===== src/rtl/serial_subtractor.sv =====
// Bit-serial WIDTH-bit subtractor (diff = a - b - bin, LSB first) built from one full-subtractor cell.
// Optional SERIAL_SUB_OVF_EN adds a registered two's-complement overflow output (ovf).
module serial_subtractor #(
  parameter int unsigned WIDTH = 8
) (
  input  logic             clk,
  input  logic             rst_n,
  input  logic             start,
  input  logic [WIDTH-1:0] a,
  input  logic [WIDTH-1:0] b,
  input  logic             bin,
  output logic             busy,
  output logic             done,
  output logic [WIDTH-1:0] diff,
`ifdef SERIAL_SUB_OVF_EN
  output logic             borrow,
  output logic             ovf
`else
  output logic             borrow
`endif
);

  localparam int unsigned CW = (WIDTH > 1) ? $clog2(WIDTH) : 1;
  localparam logic [CW-1:0] LAST = CW'(WIDTH - 1);

  typedef enum logic [1:0] {IDLE, SHIFT, DONE} state_t;

  state_t           r_state;
  logic [WIDTH-1:0] r_a;
  logic [WIDTH-1:0] r_b;
  logic [WIDTH-1:0] r_acc;
  logic             r_br;
  logic [CW-1:0]    r_count;

  logic             w_d;
  logic             w_bo;

  // Full-subtractor cell on the current operand LSBs and the carried borrow
  assign w_d  = r_a[0] ^ r_b[0] ^ r_br;
  assign w_bo = (~r_a[0] & r_b[0]) | (~(r_a[0] ^ r_b[0]) & r_br);

  always_ff @(posedge clk or negedge rst_n) begin
    if (!rst_n) begin
      r_state <= IDLE;
      r_a     <= '0;
      r_b     <= '0;
      r_acc   <= '0;
      r_br    <= 1'b0;
      r_count <= '0;
      busy    <= 1'b0;
      done    <= 1'b0;
      diff    <= '0;
      borrow  <= 1'b0;
`ifdef SERIAL_SUB_OVF_EN
      ovf     <= 1'b0;
`endif
    end else begin
      case (r_state)
        IDLE: begin
          if (start) begin
            r_a     <= a;
            r_b     <= b;
            r_br    <= bin;
            r_acc   <= '0;
            r_count <= '0;
            busy    <= 1'b1;
            r_state <= SHIFT;
          end
        end
        SHIFT: begin
          r_a   <= r_a >> 1;
          r_b   <= r_b >> 1;
          r_br  <= w_bo;
          r_acc <= {w_d, r_acc[WIDTH-1:1]};
          // Result stays hidden in r_acc until the MSB bit commits
          if (r_count == LAST) begin
            diff    <= {w_d, r_acc[WIDTH-1:1]};
            borrow  <= w_bo;
`ifdef SERIAL_SUB_OVF_EN
            ovf     <= r_br ^ w_bo;
`endif
            busy    <= 1'b0;
            done    <= 1'b1;
            r_state <= DONE;
          end else begin
            r_count <= r_count + CW'(1);
          end
        end
        DONE: begin
          done    <= 1'b0;
          r_state <= IDLE;
        end
        default: begin
          busy    <= 1'b0;
          done    <= 1'b0;
          r_state <= IDLE;
        end
      endcase
    end
  end

endmodule


===== config.mk =====
export PLATFORM = sky130hd
export DESIGN_NAME = serial_subtractor
export DESIGN_NICKNAME = d
export VERILOG_FILES = /design/src/rtl/serial_subtractor.sv
export SDC_FILE = /design/constraint.sdc
export NUM_CORES = 1
export LEC_CHECK = 0
export BUFFER_PORTS_ARGS = -buffer_cell sky130_fd_sc_hd__buf_4
export CAP_MARGIN = 30
export CORE_AREA = 2 2 58 65
export CTS_CLUSTER_SIZE = 25
export DETAILED_ROUTE_END_ITERATION = 10
export DIE_AREA = 0 0 60 67
export PLACE_DENSITY = 0.78
export SLEW_MARGIN = 20
export SYNTH_ARGS = -nofsm -noshare
export SYNTH_HDL_FRONTEND = slang
export SYNTH_SLANG_ARGS = --single-unit

===== constraint.sdc =====
create_clock -name clk -period 2.5 [get_ports clk]
set_input_delay 0.125 -clock clk [delete_from_list [all_inputs] [get_ports clk]]
set_output_delay 0.125 -clock clk [all_outputs]
set_load 0.02 [all_outputs]

# --- After elaboration in Yosys (flattened, before gate mapping) ---
# Cells that the tools add are included.
totals:
  regBits: 41
  input_bits: 20
  out_inout_bits: 11
  elab_cells: 53
op_classes:
  add_sub_neg: 1
  eq_ne: 6
  muxes: 19
  n_bitwise: 9
  reduce_logical: 8
ops:
  columns: ["operator", "n"]
  rows:
  - ["$pmux 8 s2", 3]
  - ["$mux 8", 3]
  - ["$reduce_and 2->1", 4]
  - ["$mux 3", 2]
  - ["$ne 2x2->1 const B", 3]
  - ["$pmux 3 s2", 1]
  - ["$reduce_and 3->1", 2]
  - ["$mux 1", 4]
  - ["$mux 2", 2]
  - ["$not 1->1", 4]
  - ["$pmux 1 s2", 2]
  - ["$pmux 2 s2", 1]
  - ["$add 3x1->3 const B", 1]
  - ["$eq 3x3->1 const B", 1]
  - ["$pmux 1 s3", 1]
  - ["$and 1x1->1", 2]
  - ["$eq 2x1->1 const B", 1]
  - ["$eq 2x2->1 const B", 1]
  - ["$logic_not 2->1", 1]
  - ["$reduce_bool 2->1", 1]
  - ["$xor 1x1->1", 2]
  - ["$or 1x1->1", 1]

# --- Logic depth before layout (Yosys ltp) ---
# Gate-level depths: netlist of run 1.
depth:
  word_depth: 5
  ltp_mapped: 6
  ltp_nobuf: 5

# --- Worst setup path before layout of run 1 ---
# Ideal clock, no wire load.
synth_path:
  kind: "reg-to-reg"
  startpoint: "register r_count[0]"
  endpoint: "register diff[0]"
  setup_time_ns: 0.125
  arrival_time_ns: 1.368
  required_ns: 2.375
  setup_slack_ns: 1.007
  path_stages_with_launch: 6
  n_path_buf: 1
  synth_period_minus_slack_ns: 1.493
  path_cell_list: "dfrtp_1 -> ha_1 -> ha_1 -> nand3b_2 -> buf_6 -> mux2_4"
synth_via:
  elab_chain_cells: 2
synth_lines:
  columns: ["element", "line_no", "source"]
  rows:
  - ["from (decl)", "33", "logic [CW-1:0] r_count;"]
  - ["from (signal assigned)", "86", "r_count <= r_count + CW'(1);"]
  - ["$eq 3x3->1", "76", "if (r_count == LAST) begin"]
  - ["$reduce_and 2->1 (no source line)", null, null]
  - ["to (signal assigned)", "77", "diff <= {w_d, r_acc[WIDTH-1:1]};"]
  - ["to (decl)", "14", "output logic [WIDTH-1:0] diff,"]
# Every way passes these cells.
# A chain may end at the register's enable or synchronous reset.

# --- Worst setup path in the final report of run 1 ---
layout_path:
  startpoint: "register r_count[0]"
  endpoint: "register diff[7]"
# Same word-level chain as after synthesis.

==> run_results.csv, run 1 <==
group,metric,value,unit
status,status,"finished clean",
global_route,grt_overflow,0,
worst_setup_path,critPathMaxFanout,11,
final_layout,syn2layout_area_growth,14.4,%
detailed_routing,wirelength,3640,um
timing,fin_crit_sh,68.5,%
power,total_power,2.66,mW
yosys,synth_top_area_cell,"dfrtp_1",
power,swShare,38.3,%
place,port_buffers,30,
worst_setup_path,worstRegToRegCells,4,
detailed_routing,vias,1353,
floorplanning,chipWidth,60,um
yosys,syn-cell-area,0.00194,mm2
yosys,muxShareOfSynthArea,7.09,%
worst_hold_path,min_from,"a[7]",
yosys,ys_types,30,
timing,fin_tns_setup,0,ns
cts,cts_tree,"done",
timing,finalMaxSlewViolations,0,
yosys,synth_compound_area_share,14.8,%
yosys,syn_inst,159,
yosys,synth_top_cells_by_count,"dfrtp_1 (40), nor3_2 (20), o22ai_1 (14), a22o_1 (12), nor3_1 (10)",
final_layout,multi_input_area,837,um2
cts,clk_latency,0.35,ns
cts,cts_resized,0,
yosys,syn_area_per_cell,12.2,um2
yosys,yosysTopAreaCellShare,51.5,%
final_layout,finalNetCount,209,
yosys,synth_warnings,0,
yosys,yosysMostFrequentCell,"dfrtp_1",
yosys,ys_ff_latch,40,
power,comb_power_share,43.0,%
detailed_routing,dr.pass1.iters,4,
timing,clock.fmax,584,MHz
power,clockPowerShare,12.9,%
cts,clkTransAtPathRegs,0.11,ns
detailed_routing,via_per_inst,5.76,
yosys,synth_edf_count,0,
worst_setup_path,r2r-start,"r_count[0]",
global_route,grt_pass1_vias,1348,
yosys,synth_simple_gate_area_share,18.9,%
place,finalWeightedCongestion,0.743,
yosys,ys_seq_area_share,51.5,%
worst_hold_path,hold_path_end,"r_a[7]",
floorplanning,core_area,0.00333,mm2
detailed_routing,ant_nets,0,
worst_setup_path,end_kind,"flip-flop",
power,p_int,1.64,mW
timing,max_slew_margin,62.8,%
yosys,synth_xor_area_share,0,%
final_layout,drive_above_1_share,39.0,%
final_layout,seq_area,0.00100,mm2
power,power_leakage,1.03,nW
detailed_routing,wl_per_cell,15.5,um
power,vdd_ir_drop_max,507,uV
job,maxCapViolations,0,
cts,h-tree-depth,2,
global_route,groute.usage.overall,21.1,%
global_route,grt_pass1_wl,6290,um
worst_hold_path,hold_class,"in2reg",
global_route,grt_max_degree,41,
timing,fin_skew,0.00765,ns
final_layout,fin_util,66.7,%
cts,numClockSinks,40,
global_route,antenna_found_initial,0,
timing,rsz0062_at_grt,"false",
power,switchingPower,1.02,mW
worst_setup_path,required,2.75,ns
yosys,synth_top_family_by_area,"simple AND/OR/NAND/NOR gates",
yosys,synth_ff_type,"dfrtp_1",
cts,post_cts_buffers,0,
worst_setup_path,r2r_setup_slack,0.79,ns
timing,worst_slew_pin_slew,0.557,ns
worst_setup_path,critPathKind,"reg2reg",
timing,finalHoldViolCount,0,
detailed_routing,drt_iter0_drc,58,
yosys,ys_async_sr_fraction,100,%
detailed_routing,post-route-drc-count,0,
yosys,ys_top_cells_by_area,"dfrtp_1 (52%), nor3_2 (10%), mux2_4 (5.4%)",
floorplanning,die_y,67,um
power,pwr-share-seq,44.1,%
timing,whs,0.0243,ns
floorplanning,ios,31,
floorplanning,initial_core_util,58.3,%
worst_hold_path,holdPathStages,3,
cts,clockBufferDepth,2,
worst_setup_path,r2r_end,"diff[7]",
yosys,syn-num-nets,182,
floorplanning,die_area,0.00402,mm2
worst_setup_path,critical_path.startpoint_type,"flip-flop",
power,powerDensity,1200,mW/mm2
cts,cts_made_buffers,5,
timing,fin_crit,1.71,ns
cts,root_buffer,"clkbuf_4",
timing,setup_viol,0,
worst_setup_path,arrival,1.96,ns
floorplanning,num_rows,22,
final_layout,fill_cells,260,
final_layout,n_antenna_cell,0,
yosys,synth_fa_ha_area_share,2.32,%
place,hpwl,2500,um
[sequential cells by signal, indices dropped and copies added, names as in the netlist]
register / cells
done: 1
busy: 1
r_br: 1
r_state: 2
r_b: 8
r_a: 8
borrow: 1
r_count: 3
diff: 8
r_acc: 7
[cells by family (layout without fill, tap and decap cells)]
kind of cell,after synthesis,after routing
buffers and inverters,17,45
multiplexers,10,10
flip-flops,40,40
adder cells (fa/ha/maj),3,3
AO/OA/AOI/OAI,39,39
AND/OR/NAND/NOR,50,50
[worst max-delay path by stage]
stage                    to  slack (ns)  depth (start not counted)       start
finish              diff[7]        0.79                          4  r_count[0]
global route        diff[7]        0.70                          4  r_count[1]
CTS                 diff[7]        0.78                          4  r_count[0]
detailed placement  diff[7]        0.79                          4  r_count[0]
global placement    diff[7]        0.89                          4  r_count[0]
floorplan           diff[0]        1.01                          5  r_count[0]
[worst max-delay path, stage by stage, from the launching register on]
cell	delay (ns)
dfrtp_1	0.39
ha_1	0.16
ha_1	0.29
nand3b_2	0.34
mux2_1	0.42
[power groups by stage]
stage | clock network, mW | logic, mW | registers [mW]
2_1_floorplan | 0 | 0.835 | 1.21
3_3_place_gp | 0 | 1.11 | 1.16
3_5_place_dp | 0 | 1.16 | 1.18
4_1_cts | 0.354 | 1.16 | 1.17
5_1_grt | 0.389 | 1.28 | 1.21
6_report | 0.344 | 1.14 | 1.17
[layout by cell type (no fill, tap or decap), types with 4 or more instances in the layout]
master    count
clkbuf_4      5
nor3_1       10
dfrtp_1      40
mux2_4        7
o32ai_1       5
inv_1         4
o21ai_0       5
nor2_1        9
a22o_1       12
nor3_2       20
nand2_1       4
o22ai_1      14
buf_4        31
[timing repair]
| item | 4_1_cts | 5_1_grt |
|---|---|---|
| setup endpoints to repair | 0 | 0 |
| hold endpoints to repair | 40 | 0 |
| hold buffers | 1 | 0 |
[through the flow]
step | cells | instance area [um2] | setup slack (ns)
finish | 235 | 2220 | 0.788
global route | 235 | 2220 | 0.699
CTS | 235 | 2220 | 0.781
detailed placement | 226 | 2150 | 0.794
global placement | 226 | 2150 | 0.890
floorplan | 159 | 1940 | 1.01
[layer usage]
metal	routed length, um	GRT usage [%]
met1	1650	27.4
met4	53	7.50
met3	153	5.83
met5	0	0
met2	1780	33.6
[cell type report]
class | instances | share of cell area [%]
clock buffers | 6 | 2.31
flip-flops and latches | 40 | 45.1
well taps | 48 | 2.70
multi-input cells | 102 | 37.7
repair buffers | 32 | 10.9
clock inverters | 2 | 0.451
inverters | 5 | 0.845
Power figures use the tool's default switching activity.
==> inputs of run 2 (changes only) <==
- CORE_AREA: 2 2 58 65 -> 2 2 60 68
- DIE_AREA: 0 0 60 67 -> 0 0 62 70
- PLACE_DENSITY: 0.78 -> 0.73
- clock period: 2.5 -> 1.7 ns (I/O delays scaled with it)
==> run_results.csv, run 2 (synthesized netlist as in run 1, its figures left out) <==
group,metric,value,unit
timing,postLayoutSetupSlackWorst,0.103,ns
cts,cts_made_buffers,5,
worst_setup_path,critPathKind,"reg2reg",
worst_setup_path,startpoint,"r_count[0]",
final_layout,layout_commonest_cell,"dfrtp_1",
timing,setup_viol,0,
place,hpwl,2570,um
worst_setup_path,r2r-start,"r_count[0]",
detailed_routing,via_per_inst,5.69,
place,finalWeightedCongestion,0.723,
global_route,grt_pass1_vias,1351,
final_layout,drive_above_1_share,39.5,%
timing,rsz0062_at_grt,"false",
detailed_routing,dr.pass1.iters,4,
timing,finalHoldViolCount,0,
power,switchingPower,1.53,mW
global_route,grt_overflow,0,
cts,post_cts_buffers,0,
final_layout,syn2layout_area_growth,18.2,%
worst_setup_path,cpLargestDelayFamily,"flip-flops",
cts,clkTransAtPathRegs,0.08,ns
worst_hold_path,holdPathStages,3,
timing,fin_skew,0.00319,ns
worst_setup_path,required,1.87,ns
cts,numClockSinks,40,
detailed_routing,ant_nets,0,
cts,clk_latency,0.29,ns
worst_setup_path,worst-path-buf-inv,0,
timing,whs,0.0529,ns
global_route,antenna_found_initial,0,
floorplanning,ios,31,
detailed_routing,vias,1377,
final_layout,layout_common_cells,"dfrtp_1 (40), buf_4 (34), nor3_2 (20)",
power,power_leakage,1.06,nW
final_layout,finalNetCount,212,
timing,max_slew_margin,59.0,%
cts,ctsHoldBuffers,1,
floorplanning,die_y,70,um
final_layout,final_area,0.00229,mm2
final_layout,fin_util,61.1,%
power,clockPowerShare,17.9,%
power,p_int,2.68,mW
timing,worst_slew_pin_slew,0.614,ns
detailed_routing,drt_iter0_drc,63,
timing,finalMaxSlewViolations,0,
floorplanning,chipWidth,62,um
detailed_routing,post-route-drc-count,0,
floorplanning,die_area,0.00434,mm2
power,pwr-share-seq,40.7,%
worst_setup_path,end_kind,"flip-flop",
worst_setup_path,crit_path_frequent_cell,"ha_1",
worst_setup_path,worstRegToRegCells,4,
cts,h-tree-depth,2,
cts,cts_resized,0,
timing,fin_crit,1.60,ns
detailed_routing,wirelength,3730,um
global_route,groute.usage.overall,19.7,%
timing,clock.fmax,626,MHz
final_layout,reg_top3,"diff: 8 flops, r_a: 8 flops, r_b: 8 flops",
worst_hold_path,min_from,"a[7]",
power,comb_power_share,41.4,%
worst_setup_path,crit_path_max_incr_delay,0.42,ns
worst_setup_path,crit_chain,"ha_1 > ha_1 > nand3b_2 > mux2_1",
worst_setup_path,cpMaxStageDelayCell,"dfrtp_1",
timing,fin_tns_setup,0,ns
worst_setup_path,critical_path.startpoint_type,"flip-flop",
cts,clockBufferDepth,2,
timing,fin_crit_sh,93.9,%
worst_setup_path,cp.depth,4,
job,maxCapViolations,0,
place,dpl-instance-area,0.00218,mm2
floorplanning,core_area,0.00375,mm2
global_route,grt_pass1_wl,6460,um
place,port_buffers,30,
status,status,"finished clean",
final_layout,n_antenna_cell,0,
global_route,grt_max_degree,41,
power,powerDensity,1830,mW/mm2
power,vdd_ir_drop_max,768,uV
floorplanning,initial_core_util,51.7,%
cts,root_buffer,"clkbuf_8",
worst_setup_path,critPathMaxFanout,11,
floorplanning,num_rows,24,
detailed_routing,wl_per_cell,15.4,um
worst_hold_path,hold_class,"in2reg",
worst_setup_path,arrival,1.77,ns
place,pre_cts_slack,0.117,ns
cts,cts_tree,"done",
power,swShare,36.3,%
## run 2: final timing paths
path,to,slack [ns]
max in group asynchronous,r_a[1],1.04
hold reg to reg,done,0.51
setup reg to reg,diff[7],0.10
min in group asynchronous,diff[1],0.30
hold / removal,r_a[7],0.05
setup / recovery,diff[7],0.10
## run 2: per-stage QoR
stage          power [mW]  std cells
4_1_cts              4.23        242
6_report             4.21        242
5_1_grt              4.51        242
3_3_place_gp         3.38        233
3_5_place_dp         3.47        233
2_1_floorplan        3.00        159
## run 2: area by class of cell
class	count	area (um2)
clock buffer	6	72.6
clock inverter	2	35.0
fill	325	1460
inverter	5	18.8
multi-input combinational	102	837
sequential	40	1000
tap	52	65.1
timing repair buffer	35	265
## run 2: routing by layer
layer  GRT usage (%)  vias to the layer above  wire length [um]
li1                -                      649                 -
met1            27.2                      686              1630
met2            30.6                       36              1910
met3            4.63                        6               145
met4            5.67                        0                49
met5               0                        -                 0
## run 2: power groups by stage
| stage | Clock (mW) | Sequential [mW] | Combinational, mW |
|---|---|---|---|
| 2_1_floorplan | 0 | 1.77 | 1.23 |
| 3_3_place_gp | 0 | 1.70 | 1.68 |
| 3_5_place_dp | 0 | 1.73 | 1.74 |
| 4_1_cts | 0.766 | 1.71 | 1.75 |
| 5_1_grt | 0.819 | 1.77 | 1.92 |
| 6_report | 0.755 | 1.71 | 1.74 |
## run 2: worst register-to-register path: cells and delay by family (launching register included)
family        cells  cell delay [ns]
fa+ha+maj         2             0.41
flops             1             0.42
mux               1             0.36
simple gates      1             0.30
